**src/rtl/op_unit_param.sv**
```systemverilog
// rtl/op_unit_param.sv - signed add/sub/mul/div unit with multi-cycle restoring divider
module op_unit_param #(
    parameter int WIDTH = 28,
    parameter int OPW   = 2
) (
    input  logic                    clk,
    input  logic                    rst,
    input  logic                    valid_in,
    output logic                    ready,
    input  logic [OPW-1:0]          op,
    input  logic signed [WIDTH-1:0] n1,
    input  logic signed [WIDTH-1:0] n2,
    output logic                    valid_out,
    output logic signed [WIDTH-1:0] d_out,
    output logic signed [WIDTH-1:0] rest,
    output logic                    ovrflow,
    output logic                    err
);

    localparam int CW = $clog2(WIDTH + 1);

    localparam logic [OPW-1:0] OP_ADD = OPW'(0);
    localparam logic [OPW-1:0] OP_SUB = OPW'(1);
    localparam logic [OPW-1:0] OP_MUL = OPW'(2);

    typedef enum logic [1:0] {
        IDLE = 2'd0,
        DIV  = 2'd1,
        DONE = 2'd2
    } state_t;

    state_t            state_q, state_d;
    logic [WIDTH-1:0]  dout_q, dout_d;
    logic [WIDTH-1:0]  rest_q, rest_d;
    logic              ovf_q, ovf_d;
    logic              err_q, err_d;
    logic              vout_q, vout_d;
    logic [CW-1:0]     cnt_q, cnt_d;
    logic [WIDTH-1:0]  rem_q, rem_d;
    logic [WIDTH-1:0]  quo_q, quo_d;
    logic [WIDTH-1:0]  dvs_q, dvs_d;
    logic              qneg_q, qneg_d;
    logic              rneg_q, rneg_d;

    logic                      accept;
    logic signed [WIDTH:0]     add_res, sub_res;
    logic signed [2*WIDTH-1:0] n1_x, n2_x, prod;
    logic [WIDTH:0]            mul_hi;
    logic [WIDTH-1:0]          n1_mag, n2_mag;
    logic [WIDTH:0]            rem_sh, trial;
    logic                      qbit;
    logic [WIDTH-1:0]          rem_nx, quo_nx;

    assign ready     = (state_q != DIV);
    assign valid_out = vout_q;
    assign d_out     = dout_q;
    assign rest      = rest_q;
    assign ovrflow   = ovf_q;
    assign err       = err_q;

    assign accept  = valid_in && ready;
    assign add_res = {n1[WIDTH-1], n1} + {n2[WIDTH-1], n2};
    assign sub_res = {n1[WIDTH-1], n1} - {n2[WIDTH-1], n2};
    assign n1_x    = (2*WIDTH)'(n1);
    assign n2_x    = (2*WIDTH)'(n2);
    assign prod    = n1_x * n2_x;
    assign mul_hi  = prod[2*WIDTH-1:WIDTH-1];
    assign n1_mag  = n1[WIDTH-1] ? WIDTH'(-n1) : WIDTH'(n1);
    assign n2_mag  = n2[WIDTH-1] ? WIDTH'(-n2) : WIDTH'(n2);

    // One restoring step: the partial remainder stays below the divisor, so WIDTH bits hold it.
    assign rem_sh = {rem_q, quo_q[WIDTH-1]};
    assign trial  = rem_sh - {1'b0, dvs_q};
    assign qbit   = ~trial[WIDTH];
    assign rem_nx = qbit ? trial[WIDTH-1:0] : rem_sh[WIDTH-1:0];
    assign quo_nx = {quo_q[WIDTH-2:0], qbit};

    always_comb begin
        state_d = state_q;
        dout_d  = dout_q;
        rest_d  = rest_q;
        ovf_d   = ovf_q;
        err_d   = err_q;
        vout_d  = 1'b0;
        cnt_d   = cnt_q;
        rem_d   = rem_q;
        quo_d   = quo_q;
        dvs_d   = dvs_q;
        qneg_d  = qneg_q;
        rneg_d  = rneg_q;

        case (state_q)
            DIV: begin
                rem_d = rem_nx;
                quo_d = quo_nx;
                cnt_d = cnt_q - CW'(1);
                if (cnt_q == CW'(1)) begin
                    state_d = DONE;
                    dout_d  = qneg_q ? WIDTH'(-quo_nx) : quo_nx;
                    rest_d  = rneg_q ? WIDTH'(-rem_nx) : rem_nx;
                    // Only MIN / -1 yields a positive quotient with the top bit set.
                    ovf_d   = ~qneg_q & quo_nx[WIDTH-1];
                    err_d   = 1'b0;
                    vout_d  = 1'b1;
                end
            end
            default: begin
                state_d = IDLE;
                if (accept) begin
                    vout_d = 1'b1;
                    rest_d = '0;
                    err_d  = 1'b0;
                    if (op == OP_ADD) begin
                        dout_d = add_res[WIDTH-1:0];
                        ovf_d  = add_res[WIDTH] ^ add_res[WIDTH-1];
                    end else if (op == OP_SUB) begin
                        dout_d = sub_res[WIDTH-1:0];
                        ovf_d  = sub_res[WIDTH] ^ sub_res[WIDTH-1];
                    end else if (op == OP_MUL) begin
                        dout_d = prod[WIDTH-1:0];
                        ovf_d  = ~((&mul_hi) | ~(|mul_hi));
                    end else if (n2 == '0) begin
                        dout_d = '0;
                        ovf_d  = 1'b0;
                        err_d  = 1'b1;
                    end else begin
                        vout_d  = 1'b0;
                        state_d = DIV;
                        rem_d   = '0;
                        quo_d   = n1_mag;
                        dvs_d   = n2_mag;
                        cnt_d   = CW'(WIDTH);
                        qneg_d  = n1[WIDTH-1] ^ n2[WIDTH-1];
                        rneg_d  = n1[WIDTH-1];
                    end
                end
            end
        endcase
    end

    always_ff @(posedge clk) begin
        if (rst) begin
            state_q <= IDLE;
            dout_q  <= '0;
            rest_q  <= '0;
            ovf_q   <= 1'b0;
            err_q   <= 1'b0;
            vout_q  <= 1'b0;
            cnt_q   <= '0;
            rem_q   <= '0;
            quo_q   <= '0;
            dvs_q   <= '0;
            qneg_q  <= 1'b0;
            rneg_q  <= 1'b0;
        end else begin
            state_q <= state_d;
            dout_q  <= dout_d;
            rest_q  <= rest_d;
            ovf_q   <= ovf_d;
            err_q   <= err_d;
            vout_q  <= vout_d;
            cnt_q   <= cnt_d;
            rem_q   <= rem_d;
            quo_q   <= quo_d;
            dvs_q   <= dvs_d;
            qneg_q  <= qneg_d;
            rneg_q  <= rneg_d;
        end
    end

endmodule

```
**config.mk**
```make
export PLATFORM = sky130hd
export DESIGN_NAME = op_unit_param
export DESIGN_NICKNAME = d
export VERILOG_FILES = /design/src/rtl/op_unit_param.sv
export SDC_FILE = /design/constraint.sdc
export NUM_CORES = 2
export LEC_CHECK = 0
export BUFFER_PORTS_ARGS = -buffer_cell sky130_fd_sc_hd__buf_2
export CAP_MARGIN = 20
export CORE_ASPECT_RATIO = 0.75
export CORE_MARGIN = 2
export CORE_UTILIZATION = 50
export DETAILED_ROUTE_END_ITERATION = 8
export GPL_ROUTABILITY_DRIVEN = 0
export HOLD_SLACK_MARGIN = 0.15
export PLACE_DENSITY = 0.69
export SYNTH_ARGS = -nofsm -noshare
export SYNTH_HDL_FRONTEND = slang
export SYNTH_SLANG_ARGS = --single-unit
```
**constraint.sdc**
```tcl
create_clock -name clk -period 9.2 [get_ports clk]
set_input_delay 0.92 -clock clk [delete_from_list [all_inputs] [get_ports clk]]
set_output_delay 0.92 -clock clk [all_outputs]
set_load 0.005 [all_outputs]
```
# ---- Yosys cells after proc, flatten, opt, wreduce, memory -nomap -nowiden
# Index checks and enable logic that the tools add are counted.
dict set report op_classes {
  n_bitwise 14
  n_mux 60
  mul 1
  addsub 8
  n_reduce_logical 11
  n_eq_ne 10
}
# operator count
set op_table {}
lappend op_table {{2-to-1 mux 28 bit} 27}
lappend op_table {{negation 28 bit} 4}
lappend op_table {{multiplier 28 x 28 -> 56 bit} 1}
lappend op_table {{2-to-1 mux 5 bit} 6}
lappend op_table {{adder 28 x 28 -> 29 bit} 1}
lappend op_table {{AND reduction 29 bit} 1}
lappend op_table {{OR reduction 29 bit} 1}
lappend op_table {{subtractor 28 x 28 -> 29 bit} 1}
lappend op_table {{subtractor 29 x 28 -> 29 bit} 1}
lappend op_table {{zero test 28 bit} 1}
lappend op_table {{2-to-1 mux 1 bit} 25}
lappend op_table {{!= test 2 x 1 -> 1 bit (second input constant)} 5}
lappend op_table {{inverter 1 bit} 9}
lappend op_table {{AND reduction 6 bit} 1}
lappend op_table {{== test 5 x 1 -> 1 bit (second input constant)} 1}
lappend op_table {{AND reduction 5 bit} 1}
lappend op_table {{nonzero test 5 bit} 1}
lappend op_table {{subtractor 5 x 1 -> 5 bit (second input constant)} 1}
lappend op_table {{== test 2 x 1 -> 1 bit (second input constant)} 2}
lappend op_table {{2-to-1 mux 2 bit} 2}
lappend op_table {{AND reduction 3 bit} 1}
lappend op_table {{bitwise XOR 1 bit} 3}
lappend op_table {{== test 2 bit (second input constant)} 1}
lappend op_table {{zero test 2 bit} 1}
lappend op_table {{6 further kinds} 6}
dict set report word_totals {
  regBits 152
  inputBits 61
  word_cells 116
  output_inout_bits 60
}

# ---- Depth between registers and ports, before layout
dict set report logic_depth {
  word_depth 10
  depth_mapped 32
  ltp_nobuf 30
}

# ---- Worst setup path after synthesis
# No wires, ideal clock.
dict set report synth_path {
  path_kind {in2reg}
  start {in n1[27]}
  end {reg ovf_q, in the netlist ovrflow}
  path_slack_ps -442
  t_arrival_ps 9519
  setup_ps 122
  n_path_buf 4
  path_stages 31
  required_ps 9078
  path_cell_list {clkbuf_1 -> buf_1 -> clkbuf_1 -> buf_1 -> nand2_1 -> inv_1 -> fa_1 -> fa_1 -> inv_1 -> fa_1 -> inv_1 -> fa_1 -> inv_1 -> fa_1 -> fa_1 -> inv_1 -> fa_1 -> ha_1 -> ha_1 -> and4_1 -> and4_1 -> a22oi_1 -> nor4b_1 -> a211oi_2 -> or2_2 -> a31oi_1 -> nand3_1 -> or4_1 -> nor4_1 -> a21o_1 -> o21ai_1}
}
dict set report synth_between {
  elab_chain_len 10
  elab_cells_between_ends 15
  cone_classes {add/sub (2); mul (1); mux (5); bitwise (5); reduce/logical (2)}
}
# item line_no
set synth_lines {}
lappend synth_lines {{start, declared} 11} ;# input logic signed [WIDTH-1:0] n1,
lappend synth_lines {{multiplier 28 x 28 -> 56 bit} 66} ;# assign prod = n1_x * n2_x;
lappend synth_lines {{OR reduction 29 bit} 121} ;# ovf_d = ~((&mul_hi) | ~(|mul_hi));
lappend synth_lines {{inverter 1 bit} 121}
lappend synth_lines {{bitwise OR 1 bit} 121}
lappend synth_lines {{inverter 1 bit} 121}
lappend synth_lines {{2-to-1 mux 1 bit} 119} ;# end else if (op == OP_MUL) begin
lappend synth_lines {{2-to-1 mux 1 bit} 116} ;# end else if (op == OP_SUB) begin
lappend synth_lines {{2-to-1 mux 1 bit *} 113} ;# if (op == OP_ADD) begin
lappend synth_lines {{2-to-1 mux 1 bit *} 109} ;# if (accept) begin
lappend synth_lines {{2-to-1 mux 1 bit *} 92} ;# case (state_q)
lappend synth_lines {{end signal, assigned} 159} ;# ovf_q <= ovf_d;
lappend synth_lines {{end, declared} 35} ;# logic ovf_q, ovf_d;
# Mark *: on every way between the ends. The rest lies on a longest branch, timed or not. The select of a mux whose other input is x is not followed.
# A chain may end at the register's enable or synchronous reset.

# ---- Final worst setup path
dict set report layout_path {
  start {in n2[12]}
  end {reg ovf_q, in the netlist ovrflow}
}
dict set report layout_between {
  elab_chain_len 10
  elab_cells_between_ends 18
  cone_classes {add/sub (2); mul (1); mux (5); bitwise (5); reduce/logical (5)}
}
# item line_no
set layout_lines {}
lappend layout_lines {{start, declared} 12} ;# input logic signed [WIDTH-1:0] n2,
lappend layout_lines {{multiplier 28 x 28 -> 56 bit} 66}
lappend layout_lines {{OR reduction 29 bit} 121}
lappend layout_lines {{inverter 1 bit} 121}
lappend layout_lines {{bitwise OR 1 bit} 121}
lappend layout_lines {{inverter 1 bit} 121}
lappend layout_lines {{2-to-1 mux 1 bit} 119}
lappend layout_lines {{2-to-1 mux 1 bit} 116}
lappend layout_lines {{2-to-1 mux 1 bit} 113}
lappend layout_lines {{2-to-1 mux 1 bit} 109}
lappend layout_lines {{2-to-1 mux 1 bit} 92}
# Parallel ways exist; a longest one is shown, timed or not. The select of a mux whose other input is x is not followed.

==> flow_summary_export.csv <==
group,metric,value,unit
floorplanning,core.rowCount,91,
min_path,min_delay_path_depth,2,
timing,setup-tns-final,0,ns
detailed_routing,dr_total_vias,35020,
clock_network,postCtsResizedCells,0,
timing,slew-limit-headroom,27.12,%
clock_network,post_cts_hold_buffer_count,0,
logic_synthesis,async_reset_ff_share,0,%
floorplanning,floorplan.io_pins,121,
logic_synthesis,synth_edf_count,0,
timing,drv_slew,0,
detailed_routing,detail_route.vias_per_cell,5.886,
place,port_buffers,120,
clock_network,cts_htree_levels,4,
critical_path,timing.critical_path.arrival,9.12,ns
logic_synthesis,synth_ff_type,"sky130_fd_sc_hd__dfxtp_1",
logic_synthesis,post_synthesis_area_per_instance,8.648,sq um
logic_synthesis,syn_area,41530,sq um
detailed_routing,finalWirelength,129400,microns
timing,achievable-frequency,113.9,MHz
critical_path,timing.critical_path.from_type,"primary input",
timing,final_hold_viol_count,0,
global_route,first_global_vias,33990,
floorplanning,fp.coreArea,82210,sq um
logic_synthesis,ys_types,91,
logic_synthesis,post-synth-top-area-cell,"sky130_fd_sc_hd__fa_1",
timing,tightest_slew,1.083,ns
timing,grt_setup_unrepaired,"false",
critical_path,worstPathMaxFanout,16,
floorplanning,die-width,336.8,microns
place,dpl.hpwl,106800,microns
finish,num-nets-final,5983,
clock_network,postCtsSetupRepairBufs,0,
job,max_cap_violations,0,
clock_network,source_to_sink_clock_delay_at_the_later_pin_of_the_worst_skew_pair,0.47,ns
logic_synthesis,synth_top_cells_by_area,"sky130_fd_sc_hd__fa_1 40%, sky130_fd_sc_hd__ha_1 8.4%, sky130_fd_sc_hd__dfxtp_1 7.3%",
floorplanning,start_util,50.53,%
finish,layout_stage_area_growth_over_the_synthesis_result,7.052,%
logic_synthesis,synth_nets,5969,
clock_network,tritoncts,"done",
clock_network,cts_inserted_buffers,17,
critical_path,cp-end-kind,"flip-flop",
timing,period_share,95.46,%
global_route,sum_of_overflow_across_all_layers_after_global_routing,0,
critical_path,crit_path_max_incr_delay,0.54,ns
critical_path,reg2reg_depth,25,
logic_synthesis,synth-warning-count,0,
detailed_routing,drt.antenna.violating_nets,0,
timing,final.min_clock_period,8.782,ns
timing,setup_viols_final,0,
logic_synthesis,ys_seq_area_share,7.326,%
detailed_routing,detail_route.first_pass.iterations,9,
finish,num-fill-cells,7580,
detailed_routing,post-route-drc-count,0,
critical_path,crit_path_top_delay_cell,"sky130_fd_sc_hd__or4_1",
global_route,grt_use_total,30.73,%
clock_network,numClockSinks,152,
floorplanning,chipHeight,253.6,microns
clock_network,clkSlewWorstSetupHoldPaths,0.09,ns
outcome,run_status,"complete, no violations",
global_route,maximum_number_of_pins_on_one_net_before_global_route_repair,86,
critical_path,cp_common_cell,"sky130_fd_sc_hd__fa_1",
critical_path,crit_required,9.54,ns
detailed_routing,starting_drc_count_in_detailed_routing,4435,
global_route,antenna_found_initial,7,
finish,drive_above_1_share,7.805,%
critical_path,kind_of_critical_path,"primary input to flip-flop",
min_path,hold_path_class,"flip-flop to flip-flop",
clock_network,clk_root_buffer_cell,"sky130_fd_sc_hd__clkbuf_16",
clock_network,cts_buffer_depth,2,
detailed_routing,post_drt_wl_per_cell,21.76,microns
floorplanning,die_area,85420,sq um
logic_synthesis,yosys_register_bits,152,
global_route,grt_first_pass_wirelength,200300,microns
timing,fin_worst_skew,0.02511,ns
logic_synthesis,synth_cells,4803,
logic_synthesis,synth_top_area_share,39.81,%
## worst max-delay path: cells and delay by family
kind            cells  cell delay [ns]
compound gates      5             0.85
xor+xnor            1             0.22
fa+ha+maj           9             4.12
buf+inv            11             1.70
simple gates        6             1.27
## through the flow
step | util, % | cell area (sq um) | cells | worst slack, ns | hold slack, ns
CTS | 54.05 | 44430 | 5945 | 0.5004 | 0.4513
finish | 54.09 | 44460 | 5949 | 0.4176 | 0.4479
detailed placement | 53.32 | 43830 | 5913 | 0.06282 | 0.4425
floorplan | - | 41550 | 4803 | 0.009328 | 0.4483
global placement | 53.32 | 43830 | 5913 | 0.1411 | 0.4412
global route | 54.09 | 44460 | 5949 | 0.06523 | 0.4670
## cell families after synthesis
family                   after synthesis  synth area share [%]
AO/OA/AOI/OAI                        768                 12.66
XOR/XNOR                             216                 4.555
adder cells (fa/ha/maj)             1105                 48.22
buffers and inverters               1012                 9.215
flip-flops                           152                 7.326
multiplexers                          27                0.6537
AND/OR/NAND/NOR                     1523                 17.38
## registers in the layout, indices dropped and copies added (netlist names), 2 cells and up
name / count
d_out: 28
dvs_q: 28
quo_q: 28
rem_q: 28
rest: 28
cnt_q: 5
state_q: 2
## final timing paths
check	startpoint	end	slack (ns)
worst max-delay path	n2[12]	ovrflow	0.42
worst min-delay path	d_out[16]	d_out[16]	0.45
worst max register to register	quo_q[27]	rest[24]	3.03
worst min register to register	d_out[16]	d_out[16]	0.45
## Yosys cell counts (50+ instances only)
library cell / n
sky130_fd_sc_hd__a211oi_1: 78
sky130_fd_sc_hd__o21ai_0: 137
sky130_fd_sc_hd__nor3_1: 70
sky130_fd_sc_hd__fa_1: 826
sky130_fd_sc_hd__nand2_1: 597
sky130_fd_sc_hd__a21oi_1: 179
sky130_fd_sc_hd__ha_1: 279
sky130_fd_sc_hd__clkbuf_1: 284
sky130_fd_sc_hd__inv_1: 707
sky130_fd_sc_hd__xnor2_1: 181
sky130_fd_sc_hd__and2_1: 306
sky130_fd_sc_hd__nor2_1: 304
sky130_fd_sc_hd__dfxtp_1: 152
sky130_fd_sc_hd__nand3_1: 50
sky130_fd_sc_hd__a21o_1: 56
## cells in the final DEF (no fill, tap or decap), drive strengths merged, types with 44 or more instances in the layout
cell | netlist | layout
fa | 826 | 826
nor2 | 304 | 304
buf | 19 | 298
a211oi | 80 | 80
o21ai | 142 | 142
nand2b | 44 | 44
xnor2 | 181 | 181
inv | 709 | 718
and2 | 306 | 306
nand3 | 50 | 50
nor3 | 70 | 70
a21o | 56 | 56
nand2 | 598 | 598
ha | 279 | 279
a21oi | 179 | 179
dfxtp | 152 | 152
## layer usage
metal	vias to the layer above	GRT usage, %	wire (microns)
li1	15380	-	-
met5	-	0.8626	129
met4	8	7.946	3713
met1	17490	45.08	54960
met3	190	10.84	17520
met2	1952	42.63	53110
## area by class of cell
class | count | area [sq um] | share of cell area, %
clock buffer | 17 | 425.4 | 0.9567
multi-input combinational | 3639 | 34720 | 78.08
clock inverter | 15 | 175.2 | 0.3940
inverter | 709 | 2665 | 5.994
timing repair buffer | 298 | 2034 | 4.576
sequential | 152 | 3043 | 6.844
tap | 1116 | 1396 | 3.140
antenna | 3 | 7.507 | 0.01688
Power is not shown: default switching activity piles up to over one toggle a cycle in this logic, so the estimate is an artifact.
